[src/rtl/sram_port_arbiter.sv]
// Two-port round-robin arbiter in front of a single-port 1-cycle-read SRAM, with registered per-port read responses.
// Optional grant/conflict performance counters are enabled by defining SRAM_ARB_PERF_CNT_EN.
module sram_port_arbiter #(
    parameter int DATA_W     = 32,
    parameter int ADDR_W     = 10,
    parameter int STARVE_MAX = 4
) (
    input  logic                  clock,
    input  logic                  reset,
    input  logic [1:0]            req_valid,
    output logic [1:0]            req_ready,
    input  logic [1:0]            req_we,
    input  logic [2*ADDR_W-1:0]   req_addr,
    input  logic [2*DATA_W-1:0]   req_wdata,
    output logic [1:0]            rsp_valid,
    input  logic [1:0]            rsp_ready,
    output logic [2*DATA_W-1:0]   rsp_rdata,
    output logic                  sram_cen_n,
    output logic                  sram_wen_n,
    output logic [ADDR_W-1:0]     sram_a,
    output logic [DATA_W-1:0]     sram_d,
    input  logic [DATA_W-1:0]     sram_q
`ifdef SRAM_ARB_PERF_CNT_EN
    ,
    output logic [15:0]           perf_grant0,
    output logic [15:0]           perf_grant1,
    output logic [15:0]           perf_conflict
`endif
);

    localparam int CNT_W = $clog2(STARVE_MAX + 1);
    localparam logic [CNT_W-1:0] STARVE_LIM = CNT_W'(STARVE_MAX);

    logic                r_rr_ptr;
    logic [CNT_W-1:0]    r_starve [2];
    logic                r_pend_vld;
    logic                r_pend_port;
    logic [1:0]          r_rsp_valid;
    logic [DATA_W-1:0]   r_rsp_rdata [2];
    logic [ADDR_W-1:0]   r_last_a;
    logic [DATA_W-1:0]   r_last_d;

    logic [1:0]          w_inflight;
    logic [1:0]          w_elig;
    logic                w_grant;
    logic                w_win;
    logic                w_sel_we;
    logic [ADDR_W-1:0]   w_sel_addr;
    logic [DATA_W-1:0]   w_sel_wdata;

    // A read blocks its port until the response slot has been drained.
    always_comb begin
        w_inflight = {r_pend_vld & r_pend_port, r_pend_vld & ~r_pend_port};
        w_elig     = '0;
        for (int p = 0; p < 2; p++) begin
            w_elig[p] = reset & req_valid[p]
                        & (req_we[p] | (~r_rsp_valid[p] & ~w_inflight[p]));
        end
    end

    always_comb begin
        w_grant = |w_elig;
        w_win   = 1'b0;
        case (w_elig)
            2'b01: w_win = 1'b0;
            2'b10: w_win = 1'b1;
            2'b11: begin
                if (r_starve[0] == STARVE_LIM && r_starve[1] != STARVE_LIM)
                    w_win = 1'b0;
                else if (r_starve[1] == STARVE_LIM && r_starve[0] != STARVE_LIM)
                    w_win = 1'b1;
                else
                    w_win = r_rr_ptr;
            end
            default: w_win = 1'b0;
        endcase
    end

    always_comb begin
        w_sel_we    = w_win ? req_we[1] : req_we[0];
        w_sel_addr  = w_win ? req_addr[2*ADDR_W-1:ADDR_W]   : req_addr[ADDR_W-1:0];
        w_sel_wdata = w_win ? req_wdata[2*DATA_W-1:DATA_W]  : req_wdata[DATA_W-1:0];
        req_ready   = w_grant ? (w_win ? 2'b10 : 2'b01) : 2'b00;
        sram_cen_n  = ~w_grant;
        sram_wen_n  = w_grant ? ~w_sel_we : 1'b1;
        sram_a      = '0;
        sram_d      = '0;
        if (reset) begin
            sram_a = w_grant ? w_sel_addr  : r_last_a;
            sram_d = w_grant ? w_sel_wdata : r_last_d;
        end
    end

    always_ff @(posedge clock) begin
        if (!reset) begin
            r_rr_ptr       <= 1'b0;
            r_starve[0]    <= '0;
            r_starve[1]    <= '0;
            r_pend_vld     <= 1'b0;
            r_pend_port    <= 1'b0;
            r_rsp_valid    <= '0;
            r_rsp_rdata[0] <= '0;
            r_rsp_rdata[1] <= '0;
            r_last_a       <= '0;
            r_last_d       <= '0;
        end else begin
            if (w_grant) begin
                r_rr_ptr <= ~w_win;
                r_last_a <= w_sel_addr;
                r_last_d <= w_sel_wdata;
            end
            r_pend_vld  <= w_grant & ~w_sel_we;
            r_pend_port <= w_win;
            for (int p = 0; p < 2; p++) begin
                if (!req_valid[p] || (w_grant && w_win == 1'(p)))
                    r_starve[p] <= '0;
                else if (w_elig[p] && r_starve[p] != STARVE_LIM)
                    r_starve[p] <= r_starve[p] + 1'b1;

                // sram_q is only meaningful the cycle after a read issue.
                if (r_pend_vld && r_pend_port == 1'(p)) begin
                    r_rsp_valid[p] <= 1'b1;
                    r_rsp_rdata[p] <= sram_q;
                end else if (rsp_ready[p]) begin
                    r_rsp_valid[p] <= 1'b0;
                end
            end
        end
    end

    assign rsp_valid = r_rsp_valid;
    assign rsp_rdata = {r_rsp_rdata[1], r_rsp_rdata[0]};

`ifdef SRAM_ARB_PERF_CNT_EN
    logic [15:0] r_perf_g0;
    logic [15:0] r_perf_g1;
    logic [15:0] r_perf_conf;

    always_ff @(posedge clock) begin
        if (!reset) begin
            r_perf_g0   <= '0;
            r_perf_g1   <= '0;
            r_perf_conf <= '0;
        end else begin
            if (w_grant && !w_win && r_perf_g0 != 16'hFFFF)
                r_perf_g0 <= r_perf_g0 + 16'd1;
            if (w_grant && w_win && r_perf_g1 != 16'hFFFF)
                r_perf_g1 <= r_perf_g1 + 16'd1;
            if (w_elig == 2'b11 && r_perf_conf != 16'hFFFF)
                r_perf_conf <= r_perf_conf + 16'd1;
        end
    end

    assign perf_grant0   = r_perf_g0;
    assign perf_grant1   = r_perf_g1;
    assign perf_conflict = r_perf_conf;
`endif

endmodule
[config.mk]
export PLATFORM = sky130hd
export DESIGN_NAME = sram_port_arbiter
export DESIGN_NICKNAME = d
export VERILOG_FILES = /design/src/rtl/sram_port_arbiter.sv
export SDC_FILE = /design/constraint.sdc
export NUM_CORES = 1
export LEC_CHECK = 0
export ABC_AREA = 0
export CORE_MARGIN = 2
export CORE_UTILIZATION = 35
export CTS_CLUSTER_DIAMETER = 150
export DETAILED_ROUTE_END_ITERATION = 6
export PLACE_DENSITY = 0.84
export SLEW_MARGIN = 5
export SYNTH_ARGS = -nofsm -noshare
export SYNTH_HDL_FRONTEND = slang
export SYNTH_SLANG_ARGS = --single-unit
[constraint.sdc]
create_clock -name clock -period 2 [get_ports clock]
set_input_delay 0.2 -clock clock [delete_from_list [all_inputs] [get_ports clock]]
set_output_delay 0.2 -clock clock [all_outputs]
set_load 0.01 [all_outputs]
---- Yosys cells after proc, flatten, opt, wreduce, memory -nomap -nowiden ----
Memories as Yosys holds them, arrays and structs flattened.
Index checks and enable logic that the tools add are counted.
word-level totals
  register bits ........................... 47
  bits in writable memories ............... 70
  memories ................................ 2
cells by class
  add/subtract/negate cells ............... 2
  equal/unequal tests ..................... 6
  multiplexer cells ....................... 44
  bitwise gates (word level) .............. 25
  reduce and logical (&&, ||, !) cells .... 15
memory list
  memory       depth  width  rd ports  clocked after memory_dff  wr ports  RTL line  text
  r_rsp_rdata  2      32     2         0                         2         39        logic [DATA_W-1:0] r_rsp_rdata [2];
  r_starve     2      3      2         0                         2         35        logic [CNT_W-1:0] r_starve [2];
operators by type and width
  cell                   number
  $mux W32               5
  $mux W10               3
  $mux W1                29
  $mux W3                4
  $and A1 B1 Y1          9
  $logic_and A1 B1 Y1    8
  $not A1 Y1             8
  $or A1 B1 Y1           8
  $add A3 B1 Y3 const B  2
  $eq A3 B3 Y1 const B   2
  $ne A3 B3 Y1 const B   2
  $eq A2 B2 Y1 const B   2
  $mux W2                2
  $reduce_bool A2 Y1     2
  $logic_not A1 Y1       2
  $logic_or A1 B1 Y1     2
  $pmux W1 S2            1
  $reduce_or A2 Y1       1

---- Logic depth before layout (Yosys ltp) ----
Gate-level depths: netlist of run 1.
  depth in word-level cells ............... 16
  mapped depth ............................ 8
  gate-level depth less buffers ........... 7

---- Worst setup path after synthesis of run 1 ----
No wires, ideal clock.
  path kind ............................... reg2out
  from .................................... memory r_starve[1][0] (netlist name)
  to ...................................... output port sram_d[10]
  data arrival time ....................... 1.854 ns
  path slack .............................. -0.054 ns
  stages on the path, launching flop included .. 9
  path buffers ............................ 1
  path through ............................ edfxtp_1 inv_1 ha_1 and2_1 maj3_2 o21ai_4 inv_4 buf_6 a221o_1
RTL lines
  what                RTL line  text
  start: declaration  35
  end: declaration    21        output logic [DATA_W-1:0] sram_d,

==> metrics.cfg, run 1 <==
[die]
coreArea_mm2=0.0131
initial_core_util_pct=35.4
std_cell_rows=42
chipHeight_um=119
die_x_um=119
ioPinCount=236
die_area_mm2=0.0142

[sta]
rsz0062_at_grt=true
max-slew-margin-rel_pct=71.5
hold_violations=0
setup_viol=55
fmax_ghz=0.382
post-route-min-period_ps=2620
clock_skew_ps=9.97
setup_tns_ps=-26800
fin_crit_sh_pct=131
worst_slack_ps=-620
holdWs_ps=284
finalMaxSlewViolations=0
worst_pin_slew_ps=428

[worst_hold_path]
hold_class=in2reg
timing.hold.worst_endpoint=r_rr_ptr$_SDFFE_PN0N_
hold_depth=3
holdCritStartpoint=reset

[power]
p_total_mw=7.29
power.leakage_nw=3.32
p_per_area_mw_per_mm2=903
peakVddDrop_mv=0.454

[setup_path]
required_ps=1800
critPathMaxFanout=37
r2r_start=r_starve[1][1]$_SDFFCE_PN0P_
criticalPathCategory=reg2out
critPathArrivalTime_ps=2420
crit_path_end_kind=primary output
worst_setup_path_start_kind=flip-flop
reg2reg_to=r_last_a[4]$_DFF_P_
max_stage_delay_ps=370
path_cells=inv_1 -> ha_2 -> and2_4 -> maj3_2 -> o21ai_4 -> inv_4 -> buf_12 -> a221o_1 -> buf_2
ff2ff_setup_slack_ps=-220
rr_worst_depth=10
cp_slowest_cell=maj3_2

[status]
status=finished, violations left
violations=setup timing

[layout]
syn_to_final_growth_pct=74.2
final_cell_mix=188 x clkdlybuf4s50_1, 70 x edfxtp_1, 48 x nand2_1, 48 x buf_4, 47 x dfxtp_1
final_common_cell=clkdlybuf4s50_1
fin_cells=835
insertedDiodeCount=0
drive_gt1_share_pct=22.9
nNetsFinal=774

[clock_tree]
htreeDepth=4
clk_pin_slew_worst_paths_ps=50
cts_hold_buf=0
clock_path_buffers=2
cts_buffers=17
worstSkewPairLatency_ps=400
cts_root_buf=clkbuf_16
cts_tree=done
cts_sinks=117

[grt]
grt_pass1_vias=4146
grt_start_max_net_pins=44
overflow=0
antenna_found_initial=0
grt_pass1_wl_um=21700
track_usage_pct=19.8

[routing]
wl_um=14100
vias=4165
drt_iter0_markers=316
drcViolationCount=0
dr.pass1.iters=6
ant_nets=0
viasPerCell=4.99
route.detailed.wl_per_inst_um=16.9

[yosys]
synth_area_per_cell_um2=12.8
ys_types=37
syn_inst=362
async_flop_share_pct=0
synth_edf_count=70
ys_ff_latch=117
yosys_warnings=0
syn_area_mm2=0.00463
synth_ff_type=edfxtp_1
ys_seq_area_share_pct=65.7
syn-num-nets=490

[placed_design]
dp_cells=779
dp_hpwl_um=9570
port_buffers=235
place_ws_ps=-589
gp_congestion=0.839

[flow_run]
max_cap_viol_count=0

## worst max-delay path: cells and delay by family, from the launching register on
family / cells / cell delay (ps)
buffers and inverters: 4 / 420
AO/OA/AOI/OAI: 2 / 550
AND/OR/NAND/NOR: 1 / 140
flip-flops: 1 / 340
adder cells (fa/ha/maj): 2 / 550
## cells by family (layout without fill, tap and decap cells)
group | after synthesis | count (layout) | synth area share, %
compound gates | 58 | 58 | 12.5
fa+ha+maj | 6 | 6 | 1.54
buf+inv | 39 | 336 | 4.94
flops | 117 | 117 | 65.7
mux | 1 | 1 | 0.216
simple gates | 141 | 141 | 15.1
## power by group
part | switching [mW] | total (mW) | internal [mW]
Clock | 1.11 | 3.20 | 2.09
Combinational | 0.545 | 1.26 | 0.715
Sequential | 0.0636 | 2.83 | 2.77
Total | 1.71 | 7.29 | 5.57
## layout make-up
type | count | area, um^2
clock buffers | 17 | 425
clock inverters | 15 | 203
fillers | 962 | 5010
inverters | 9 | 36.3
multi-input cells | 206 | 1400
flip-flops and latches | 117 | 3040
well taps | 176 | 220
repair buffers | 295 | 2750
## metrics by stage
step / util, % / area [um^2]
final: 61.7 / 8070
after global routing: 61.7 / 8070
after CTS: 61.2 / 8010
after detailed placement: 56.1 / 7340
after global placement: 56.1 / 7340
after floorplan: - / 4640
## state kept, by name (all words and copies together) (netlist names)
register and count:
r_last_a 10, r_last_d 32, r_pend_port 1, r_pend_vld 1
r_rr_ptr 1, r_rsp_rdata 64, r_starve 6, rsp_valid 2
## cell usage after synthesis, drive strengths merged (2+ instances only)
cell	instances	share of area, %
nand3	2	0.22
a221o	42	9.1
and3	32	4.3
and2	2	0.27
a21boi	3	0.49
buf	17	3.1
nor3	45	4.9
a21oi	3	0.65
o31ai	2	0.32
nand2	49	4.0
nand2b	3	0.46
maj3	2	0.46
inv	9	0.78
clkbuf	13	1.1
edfxtp	70	45
nor4	3	0.41
nor2	3	0.24
ha	4	1.1
o21ai	2	0.46
dfxtp	47	20
## layer usage
metal  share of wire [%]  vias up  global-route usage [%]
met1                  41     1967                    23.1
li1                    -     1962                       -
met5                   0        -                       0
met2                  50      224                    34.9
met3                 7.5       12                    6.51
met4                0.94        0                    5.58
## worst max-delay path by stage
stage / start / endpoint / slack, ps / depth (start not counted)
after global routing: r_starve[1][0]$_SDFFCE_PN0P_ / sram_a[4] / -690 / 9
after detailed placement: r_starve[0][1]$_SDFFCE_PN0P_ / sram_d[6] / -590 / 9
after floorplan: r_starve[1][0]$_SDFFCE_PN0P_ / sram_d[10] / -30 / 8
final: r_starve[1][1]$_SDFFCE_PN0P_ / sram_d[24] / -620 / 9
after global placement: r_starve[0][1]$_SDFFCE_PN0P_ / sram_d[31] / -540 / 9
after CTS: r_starve[1][0]$_SDFFCE_PN0P_ / sram_d[31] / -630 / 9
## what timing repair did
action / in CTS / in global routing
buffers inserted: 12 / 7
gates cloned: 5 / 0
pin swaps: 19 / 15
resized for setup: 191 / 4
endpoints found under the setup margin: 57 / 74
(Power assumes the default switching activity.)
==> run 2, diff against run 1 <==
CORE_UTILIZATION = 36   (was 35)
PLACE_DENSITY = 0.85   (was 0.84)
==> run 2 against run 1 <==
  * Combinational power barely moved
  * Final area shrank 1.5%
  * The flow still finishes with violations (setup timing)
  * Clock skew down 3.8 ps
==> metrics.cfg, run 2 (same netlist as run 1, synthesis figures left out) <==
[status]
status=finished, violations left
violations=setup timing

[setup_path]
crit_path_end_kind=primary output
critPathMaxFanout=14
rr_worst_depth=10
worst_setup_path_start_kind=flip-flop
criticalPathCategory=reg2out
critPathArrivalTime_ps=2420
reg2reg_to=r_last_d[12]$_DFF_P_
ff2ff_setup_slack_ps=-190
r2r_start=r_starve[0][0]$_SDFFCE_PN0P_
required_ps=1800

[layout]
final_cell_mix=188 x clkdlybuf4s50_1, 70 x edfxtp_1, 48 x nand2_1
largest-register=r_rsp_rdata
nNetsFinal=771
finalInstanceArea_mm2=0.00795
final_common_cell=clkdlybuf4s50_1
filler_cell_count=996
insertedDiodeCount=0
syn_to_final_growth_pct=71.6
fin_cells=827
drive_gt1_share_pct=22.9
top_regs=r_rsp_rdata: 64 flops, r_last_d: 32 flops, r_last_a: 10 flops
multiInputGateArea_mm2=0.00140
regArea_mm2=0.00305
largest_reg_flops=64
fin_util_pct=63.0

[clock_tree]
cts_root_buf=clkbuf_16
cts_sinks=117
cts_hold_buf=0
clk_pin_slew_worst_paths_ps=50
clock_path_buffers=2
cts_buffers=17
worstSkewPairLatency_ps=410
cts_tree=done
htreeDepth=4

[placed_design]
placed_area_mm2=0.00737
dp_hpwl_um=10400
dp_cells=776
gp_congestion=0.844
place_ws_ps=-575
port_buffers=235

[flow_run]
max_cap_viol_count=0

[sta]
hold_violations=0
setup_tns_ps=-27300
setup_viol=51
worst_pin_slew_ps=438
clock_skew_ps=6.12
max-slew-margin-rel_pct=70.8
rsz0062_at_grt=true
fmax_ghz=0.381
worst_slack_ps=-623
fin_crit_sh_pct=131
finalMaxSlewViolations=0
post-route-min-period_ps=2620

[worst_hold_path]
holdCritStartpoint=reset
timing.hold.worst_endpoint=r_pend_vld$_SDFF_PN0_
hold_class=in2reg
hold_depth=4

[die]
die_area_mm2=0.0138
chipHeight_um=117
initial_core_util_pct=36.7
std_cell_rows=41
die_x_um=117
coreArea_mm2=0.0126
ioPinCount=236

[grt]
grt_start_max_net_pins=41
antenna_found_initial=0
track_usage_pct=22.3
overflow=0
grt_pass1_vias=4356
grt_pass1_wl_um=23700

[routing]
wl_um=15500
ant_nets=0
vias=4269
drcViolationCount=0
viasPerCell=5.16
route.detailed.wl_per_inst_um=18.8
drt_iter0_markers=349
dr.pass1.iters=5

[power]
peakVddDrop_mv=0.524
p_per_area_mw_per_mm2=887
power.leakage_nw=3.26

## run 2: cell types whose count changed in the layout (fill, tap and decap cells not counted), sizes merged
cell	before	now
dlygate4sd2	1	0
bufinv	4	3
clkbuf	17	21
clkdlybuf4s15	1	0
inv	12	9
buf	105	103
## run 2: repair_timing
| item | 4_1_cts | 5_1_grt |
|---|---|---|
| pin swaps | 15 | 11 |
| setup buffers | 15 | 4 |
| cloned | 1 | 1 |
| endpoints found under the setup margin | 69 | 94 |
| gates resized for setup | 196 | 8 |
## run 2: layout make-up
class	count	area share, %
timing repair buffer	292	33.8
inverter	9	0.456
tap	172	2.71
sequential	117	38.3
clock buffer	20	5.49
multi-input combinational	206	17.6
clock inverter	11	1.70
## run 2: worst max path at each step
stage | cells after the start | slack [ps] | from | end
final | 9 | -620 | r_starve[0][0]$_SDFFCE_PN0P_ | sram_a[0]
after global routing | 9 | -720 | r_starve[0][0]$_SDFFCE_PN0P_ | sram_a[0]
after CTS | 9 | -670 | r_starve[0][0]$_SDFFCE_PN0P_ | sram_a[0]
after detailed placement | 9 | -580 | r_starve[0][0]$_SDFFCE_PN0P_ | sram_d[9]
after global placement | 9 | -510 | r_starve[1][1]$_SDFFCE_PN0P_ | sram_d[14]
after floorplan | 8 | -30 | r_starve[1][0]$_SDFFCE_PN0P_ | sram_d[10]
## run 2: critical path: stages, from the launching register on
cell and delay [ps]:
edfxtp_1 410, inv_2 100, ha_4 140, nand2_2 60
maj3_2 380, o21ai_4 200, inv_4 80, buf_12 150
a221o_1 330, buf_2 150
## run 2: power by group
| group | leakage (nW) | switching, mW | internal (mW) |
|---|---|---|---|
| registers | 1.13 | 0.0707 | 2.77 |
| clock network | 0.271 | 1.03 | 1.93 |
| logic | 1.86 | 0.555 | 0.698 |
## run 2: layer usage
| metal | vias up | share of wire, % | GRT usage (%) |
|---|---|---|---|
| met3 | 21 | 9.3 | 7.17 |
| met1 | 2022 | 38 | 25.3 |
| met4 | 0 | 1.6 | 8.81 |
| li1 | 1947 | - | - |
| met2 | 279 | 51 | 38.9 |
| met5 | - | 0 | 0 |
## run 2: per-stage QoR
stage / hold WS, ps / power, mW
after floorplan: 298 / 3.35
after CTS: 336 / 7.07
after detailed placement: 521 / 4.15
after global placement: 507 / 4.10
final: 356 / 7.06
after global routing: 365 / 7.31
